## config.mk

```make
export PLATFORM = sky130hd
export DESIGN_NAME = if_id_hazard_responder_flat
export DESIGN_NICKNAME = d
export VERILOG_FILES = /design/src/rtl/if_id_hazard_responder_if.sv /design/src/rtl/if_id_hazard_responder.sv /design/src/flat_wrapper.sv
export SDC_FILE = /design/constraint.sdc
export NUM_CORES = 1
export LEC_CHECK = 0
export CAP_MARGIN = 40
export CORE_MARGIN = 2
export CORE_UTILIZATION = 41
export DETAILED_ROUTE_END_ITERATION = 6
export PLACE_DENSITY = 0.86
export SETUP_SLACK_MARGIN = 0.05
export SLEW_MARGIN = 20
export SYNTH_ARGS = -nofsm -noshare
export SYNTH_HDL_FRONTEND = slang
export SYNTH_SLANG_ARGS = --single-unit
```

## constraint.sdc

```tcl
create_clock -name clk -period 3.4 [get_ports clk]
set_input_delay 1.02 -clock clk [delete_from_list [all_inputs] [get_ports clk]]
set_output_delay 1.02 -clock clk [all_outputs]
set_load 0.03 [all_outputs]
```

## src/rtl/if_id_hazard_responder_if.sv

```systemverilog
// Stall/Flush handshake bundle between the hazard detection unit and the IF/ID responder.
// Optional statistics signals appear when HAZARD_STATS_EN is defined.
// Handshake: Stall/Flush are level requests sampled on every rising clk edge.
// They have no valid/ready pair and need no acknowledge. PCWrite is the only back-pressure signal toward fetch.
interface if_id_hazard_responder_if #(
    parameter int DATA_W = 32,
    parameter int CTRL_W = 16
);
    logic              Stall;
    logic              Flush;
    logic [DATA_W-1:0] IF_PC_Plus4;
    logic [DATA_W-1:0] IF_Instruction;
    logic [CTRL_W-1:0] ID_Control;
    logic              PCWrite;
    logic [DATA_W-1:0] IF_ID_PC_Plus4;
    logic [DATA_W-1:0] IF_ID_Instruction;
    logic              IF_ID_Valid;
    logic [CTRL_W-1:0] ID_EX_Control;
    logic              StallTimeout;
`ifdef HAZARD_STATS_EN
    logic [31:0]       StallCount;
    logic [31:0]       FlushCount;

    modport master (
        output Stall, Flush, IF_PC_Plus4, IF_Instruction, ID_Control,
        input  PCWrite, IF_ID_PC_Plus4, IF_ID_Instruction, IF_ID_Valid,
               ID_EX_Control, StallTimeout, StallCount, FlushCount
    );
    modport slave (
        input  Stall, Flush, IF_PC_Plus4, IF_Instruction, ID_Control,
        output PCWrite, IF_ID_PC_Plus4, IF_ID_Instruction, IF_ID_Valid,
               ID_EX_Control, StallTimeout, StallCount, FlushCount
    );
`else
    modport master (
        output Stall, Flush, IF_PC_Plus4, IF_Instruction, ID_Control,
        input  PCWrite, IF_ID_PC_Plus4, IF_ID_Instruction, IF_ID_Valid,
               ID_EX_Control, StallTimeout
    );
    modport slave (
        input  Stall, Flush, IF_PC_Plus4, IF_Instruction, ID_Control,
        output PCWrite, IF_ID_PC_Plus4, IF_ID_Instruction, IF_ID_Valid,
               ID_EX_Control, StallTimeout
    );
`endif
endinterface

```

## src/rtl/if_id_hazard_responder.sv

```systemverilog
// IF/ID pipeline register with stall hold, multi-cycle flush bubbles, and runaway-stall detection.
// When HAZARD_STATS_EN is defined, it adds the StallCount/FlushCount statistics counters.
// DebugState exposes the RUN/STALL/FLUSH state: 0=RUN, 1=STALL, 2=FLUSH.
module if_id_hazard_responder #(
    parameter int DATA_W       = 32,
    parameter int CTRL_W       = 16,
    parameter int FLUSH_CYCLES = 1,
    parameter int MAX_STALL    = 8
) (
    input  logic                      clk,
    input  logic                      reset,
    if_id_hazard_responder_if.slave   hz,
    output logic [1:0]                DebugState
);
    typedef enum logic [1:0] {
        RUN   = 2'd0,
        STALL = 2'd1,
        FLUSH = 2'd2
    } state_t;

    localparam logic [3:0] FLUSH_RELOAD = 4'(FLUSH_CYCLES - 1);
    localparam logic [7:0] STALL_LIMIT  = 8'(MAX_STALL);

    state_t            state;
    logic [3:0]        flushCnt;
    logic [7:0]        stallCnt;
    logic [7:0]        stallNext;
    logic [DATA_W-1:0] pcReg;
    logic [DATA_W-1:0] instrReg;
    logic              validReg;
    logic              timeoutReg;
    logic              stallActive;

    // A stall only takes effect when no flush is requested and no bubble train is running.
    always_comb begin
        stallActive = hz.Stall && !hz.Flush && (state != FLUSH);
        stallNext   = 8'd1;
        if (state == STALL) begin
            stallNext = (stallCnt == 8'hFF) ? 8'hFF : stallCnt + 8'd1;
        end
    end

    // The state machine updates the IF/ID register and the stall/flush counters.
    always_ff @(posedge clk) begin
        if (reset) begin
            state      <= RUN;
            flushCnt   <= 4'd0;
            stallCnt   <= 8'd0;
            pcReg      <= '0;
            instrReg   <= '0;
            validReg   <= 1'b0;
            timeoutReg <= 1'b0;
        end else if (hz.Flush) begin
            pcReg    <= '0;
            instrReg <= '0;
            validReg <= 1'b0;
            flushCnt <= FLUSH_RELOAD;
            stallCnt <= 8'd0;
            state    <= (FLUSH_RELOAD != 4'd0) ? FLUSH : RUN;
        end else begin
            case (state)
                FLUSH: begin
                    pcReg    <= '0;
                    instrReg <= '0;
                    validReg <= 1'b0;
                    flushCnt <= flushCnt - 4'd1;
                    if (flushCnt <= 4'd1) begin
                        state <= RUN;
                    end
                end
                STALL, RUN: begin
                    if (hz.Stall) begin
                        state    <= STALL;
                        stallCnt <= stallNext;
                        if (stallNext >= STALL_LIMIT) begin
                            timeoutReg <= 1'b1;
                        end
                    end else begin
                        state    <= RUN;
                        stallCnt <= 8'd0;
                        pcReg    <= hz.IF_PC_Plus4;
                        instrReg <= hz.IF_Instruction;
                        validReg <= 1'b1;
                    end
                end
                default: state <= RUN;
            endcase
        end
    end

`ifdef HAZARD_STATS_EN
    // Statistics: count cycles frozen by a stall and count accepted flush requests.
    always_ff @(posedge clk) begin
        if (reset) begin
            hz.StallCount <= 32'd0;
            hz.FlushCount <= 32'd0;
        end else begin
            if (stallActive) hz.StallCount <= hz.StallCount + 32'd1;
            if (hz.Flush)    hz.FlushCount <= hz.FlushCount + 32'd1;
        end
    end
`endif

    // Drive the outputs: PCWrite and the ID/EX bubble mux are combinational on the current request.
    always_comb begin
        hz.PCWrite           = !reset && !stallActive;
        hz.ID_EX_Control     = (reset || !validReg || stallActive) ? '0 : hz.ID_Control;
        hz.IF_ID_PC_Plus4    = pcReg;
        hz.IF_ID_Instruction = instrReg;
        hz.IF_ID_Valid       = validReg;
        hz.StallTimeout      = timeoutReg;
        DebugState           = state;
    end
endmodule

```

## src/flat_wrapper.sv

```systemverilog
// flat-port wrapper written by rule: the top's interface ports become plain ports
module if_id_hazard_responder_flat 
#(
    parameter int DATA_W       = 32,
    parameter int CTRL_W       = 16,
    parameter int FLUSH_CYCLES = 1,
    parameter int MAX_STALL    = 8
)
  (clk, reset, DebugState, hz_Stall, hz_Flush, hz_IF_PC_Plus4, hz_IF_Instruction, hz_ID_Control, hz_PCWrite, hz_IF_ID_PC_Plus4, hz_IF_ID_Instruction, hz_IF_ID_Valid, hz_ID_EX_Control, hz_StallTimeout);
  if_id_hazard_responder_if #(.DATA_W(DATA_W), .CTRL_W(CTRL_W)) hz_i ();
  input  logic clk;
  input  logic reset;
  output logic [1:0] DebugState;
  input wire logic [$bits(hz_i.Stall)-1:0] hz_Stall;
  input wire logic [$bits(hz_i.Flush)-1:0] hz_Flush;
  input wire logic [$bits(hz_i.IF_PC_Plus4)-1:0] hz_IF_PC_Plus4;
  input wire logic [$bits(hz_i.IF_Instruction)-1:0] hz_IF_Instruction;
  input wire logic [$bits(hz_i.ID_Control)-1:0] hz_ID_Control;
  output wire logic [$bits(hz_i.PCWrite)-1:0] hz_PCWrite;
  output wire logic [$bits(hz_i.IF_ID_PC_Plus4)-1:0] hz_IF_ID_PC_Plus4;
  output wire logic [$bits(hz_i.IF_ID_Instruction)-1:0] hz_IF_ID_Instruction;
  output wire logic [$bits(hz_i.IF_ID_Valid)-1:0] hz_IF_ID_Valid;
  output wire logic [$bits(hz_i.ID_EX_Control)-1:0] hz_ID_EX_Control;
  output wire logic [$bits(hz_i.StallTimeout)-1:0] hz_StallTimeout;
  assign hz_i.Stall = hz_Stall;
  assign hz_i.Flush = hz_Flush;
  assign hz_i.IF_PC_Plus4 = hz_IF_PC_Plus4;
  assign hz_i.IF_Instruction = hz_IF_Instruction;
  assign hz_i.ID_Control = hz_ID_Control;
  assign hz_PCWrite = hz_i.PCWrite;
  assign hz_IF_ID_PC_Plus4 = hz_i.IF_ID_PC_Plus4;
  assign hz_IF_ID_Instruction = hz_i.IF_ID_Instruction;
  assign hz_IF_ID_Valid = hz_i.IF_ID_Valid;
  assign hz_ID_EX_Control = hz_i.ID_EX_Control;
  assign hz_StallTimeout = hz_i.StallTimeout;
  if_id_hazard_responder #(.DATA_W(DATA_W), .CTRL_W(CTRL_W), .FLUSH_CYCLES(FLUSH_CYCLES), .MAX_STALL(MAX_STALL)) u_core (.clk(clk), .reset(reset), .hz(hz_i), .DebugState(DebugState));
endmodule
```

==> results.py <==
metrics = {
    "cells_and_area": {
        "antenna_cells": 0,
        "multiInputGateArea_um2": 1260,
        "seq_area_um2": 1501,
        "final-instance-count-excl-fill": 550,
        "final_cell_area_um2": 4790,
        "final_nets": 534,
        "fill_cells": 539,
        "drive_gt1_share_pct": 9.031,
        "area_growth_pct": 64.36,
    },
    "yosys": {
        "synth_common_cells": "dfxtp_1 (75), nor2_1 (67), mux2i_1 (64)",
        "synthAdderAreaFrac_pct": 0.4294,
        "synth_compound_area_share_pct": 2.834,
        "synthCells": 289,
        "ys_ff_latch": 75,
        "ys_warn_count": 0,
        "synth_flop_cell": "dfxtp_1",
        "synthesis.area_um2": 2914,
        "syn_avg_cell_area_um2": 10.08,
        "synth-xor-area-share_pct": 1.202,
        "yosys-top-cells-area": "dfxtp_1 (52%), mux2i_1 (22%), nor2_1 (8.6%)",
        "synth_edf_count": 0,
        "yosys.cell_count.top_type": "dfxtp_1",
        "synth_top_area_share_pct": 51.52,
        "yosys.area_share.simple_pct": 16.66,
        "ys_seq_area_share_pct": 51.52,
        "syn_nets": 374,
        "ys_async_sr_fraction_pct": 0,
        "synth_top_family_by_area": "multiplexers",
        "yosys.cell_types.count": 30,
        "synth_top_cell_by_area": "dfxtp_1",
        "synth.area.mux_share_pct": 21.98,
    },
    "run_status": {
        "status": "finished clean",
    },
    "worst_setup_path": {
        "startpoint_type": "input pin",
        "reg2reg_depth": 5,
        "crit_top_cell": "buf_4",
        "cp_max_fo": 17,
        "cpPeakStageDelay_ns": 0.48,
        "cp-startpoint": "hz_Flush",
        "crit_required_ns": 2.38,
        "crit_path_end_kind": "output pin",
        "timing.rr.start": "u_core.stallCnt[0]",
        "worstSetupPathType": "in -> out",
        "path_cells": "clkdlybuf4s50_1, inv_1, a21oi_2, buf_4, and3_1, buf_4",
        "worst_ep_arrival_time_ns": 2.21,
        "critPathSlowestCell": "clkdlybuf4s50_1",
    },
    "grt": {
        "grt.overflow.total": 0,
        "grt_pass1_vias": 2399,
        "grt_pass1_wl_um": 11270,
        "antenna_found_initial": 0,
        "grt.total_usage_pct": 18.42,
        "grt_max_degree": 66,
    },
    "clock_network": {
        "clk_pin_slew_ns": 0.08,
        "post_cts_buffers": 0,
        "clkSinkCount": 75,
        "post_cts_resized": 0,
        "root_buffer": "clkbuf_8",
        "tritoncts": "yes",
        "htree_levels": 3,
        "hold_buffers": 0,
        "cts_inserted_buffers": 9,
        "insertion_delay_ns": 0.33,
        "clockBufferDepth": 2,
    },
    "die": {
        "placementRows": 30,
        "start_util_pct": 42.66,
        "die_w_um": 88.31,
        "die_area_um2": 7798,
        "die_h_um": 88.31,
        "core_area_um2": 6832,
        "pin_count": 169,
    },
    "detailed_routing": {
        "wl_um": 7533,
        "viasPerCell": 4.780,
        "route.detailed.drc": 0,
        "drt_iter0_drc": 79,
        "avgRoutedWirePerCell_um": 13.70,
        "postRouteAntennaNets": 0,
        "first_pass_iters": 4,
        "vias": 2629,
    },
    "sta": {
        "fin_setup_tns_ns": 0,
        "post-route-period-util_pct": 95.01,
        "fin_crit_ns": 3.230,
        "fmax_ghz": 0.3096,
        "setup_viol": 0,
        "finClkSkew_ns": 0.004055,
        "final_hold_viol_count": 0,
        "max_slew_margin_pct": 55.86,
        "tightest_slew_ns": 0.6621,
        "setup_slack_ns": 0.1697,
        "rsz0062_at_grt": "no",
        "slew_viol_final": 0,
    },
    "flow_run": {
        "maxCapViolations": 0,
    },
    "power": {
        "ir_drop_mv": 0.3076,
        "power.density_nw_per_um2": 415.5,
        "power.leakage_uw": 0.002050,
    },
    "placed_design": {
        "routabilityCongestion": 0.6736,
        "dp_worst_setup_slack_ns": 0.1728,
        "placement.io_buffers": 167,
        "detailed_place_hpwl_um": 5486,
        "placed_cells": 534,
        "placed_area_um2": 4566,
    },
    "worst_hold_path": {
        "holdCritStartpoint": "u_core.DebugState[0]",
        "hold_path_depth": 1,
        "hold_path_class": "reg -> reg",
    },
}
-- routing by layer --
metal | track usage [%] | share of wire, %
met1 | 21.57 | 41
met2 | 31.85 | 49
met3 | 6.063 | 8.5
met4 | 6.061 | 0.76
met5 | 0 | 0
-- cells by family after synthesis --
logic type,after synthesis
simple gates,105
flops,75
mux,64
buf+inv,26
compound gates,13
xor+xnor,4
fa+ha+maj,1
other cells,1
-- worst max-delay path: cells and delay by family --
family	cells	cell delay, ns
compound gates	1	0.12
buf+inv	4	0.89
simple gates	1	0.18
-- power by group --
| part | leakage (µW) | total [µW] | switching (µW) | internal (µW) |
|---|---|---|---|---|
| clock | 0.000114 | 756 | 337 | 420 |
| combinational | 0.00132 | 315 | 141 | 173 |
| sequential | 0.000611 | 919 | 14.9 | 904 |
| total | 0.00205 | 1990 | 493 | 1500 |
-- state kept, by name (all words and copies together), names as in the netlist --
name and cells:
u_core.hz.IF_ID_PC_Plus4 32, u_core.hz.IF_ID_Valid 1, u_core.stallCnt 8, u_core.hz.IF_ID_Instruction 32
u_core.DebugState 1, u_core.hz.StallTimeout 1
-- layout by cell type, fill, tap and decap left out, types with 2 or more instances in the layout --
cell,instances
clkdlybuf4s50_1,149
dfxtp_1,75
nor2_1,67
mux2i_1,64
buf_4,21
and3_1,19
clkbuf_8,9
a21oi_1,7
inv_1,4
nand4_1,4
nand3_1,4
nand2_1,3
a31oi_1,2
nor3b_1,2
xor2_1,2
xnor2_1,2
clkinv_4,2
inv_6,2
bufinv_16,2
-- final cells by class --
class                           instances  area share (%)
Clock buffer                            9           2.586
Sequential cell                        75           31.35
Timing Repair Buffer                  171           34.85
Tap cell                               96           2.508
Inverter                                4          0.3135
Clock inverter                          7           2.090
Multi-Input combinational cell        188           26.31
-- worst paths after layout --
kind	to	slack [ns]
worst max register to register	u_core.hz.StallTimeout	1.88
worst min register to register	u_core.stallCnt[0]	0.49
worst min-delay path	u_core.stallCnt[0]	0.49
worst max-delay path	hz_ID_EX_Control[10]	0.17
-- metrics by stage --
step	hold slack [ns]	total power [µW]	util, %
3_5_place_dp	0.4826	1255	66.83
5_1_grt	0.5150	2069	70.11
6_report	0.4927	1990	70.11
4_1_cts	0.4884	2012	70.11
3_3_place_gp	0.4517	1248	66.54
2_1_floorplan	0.4522	1091	-
No activity file was read; power rests on OpenSTA's default activity.
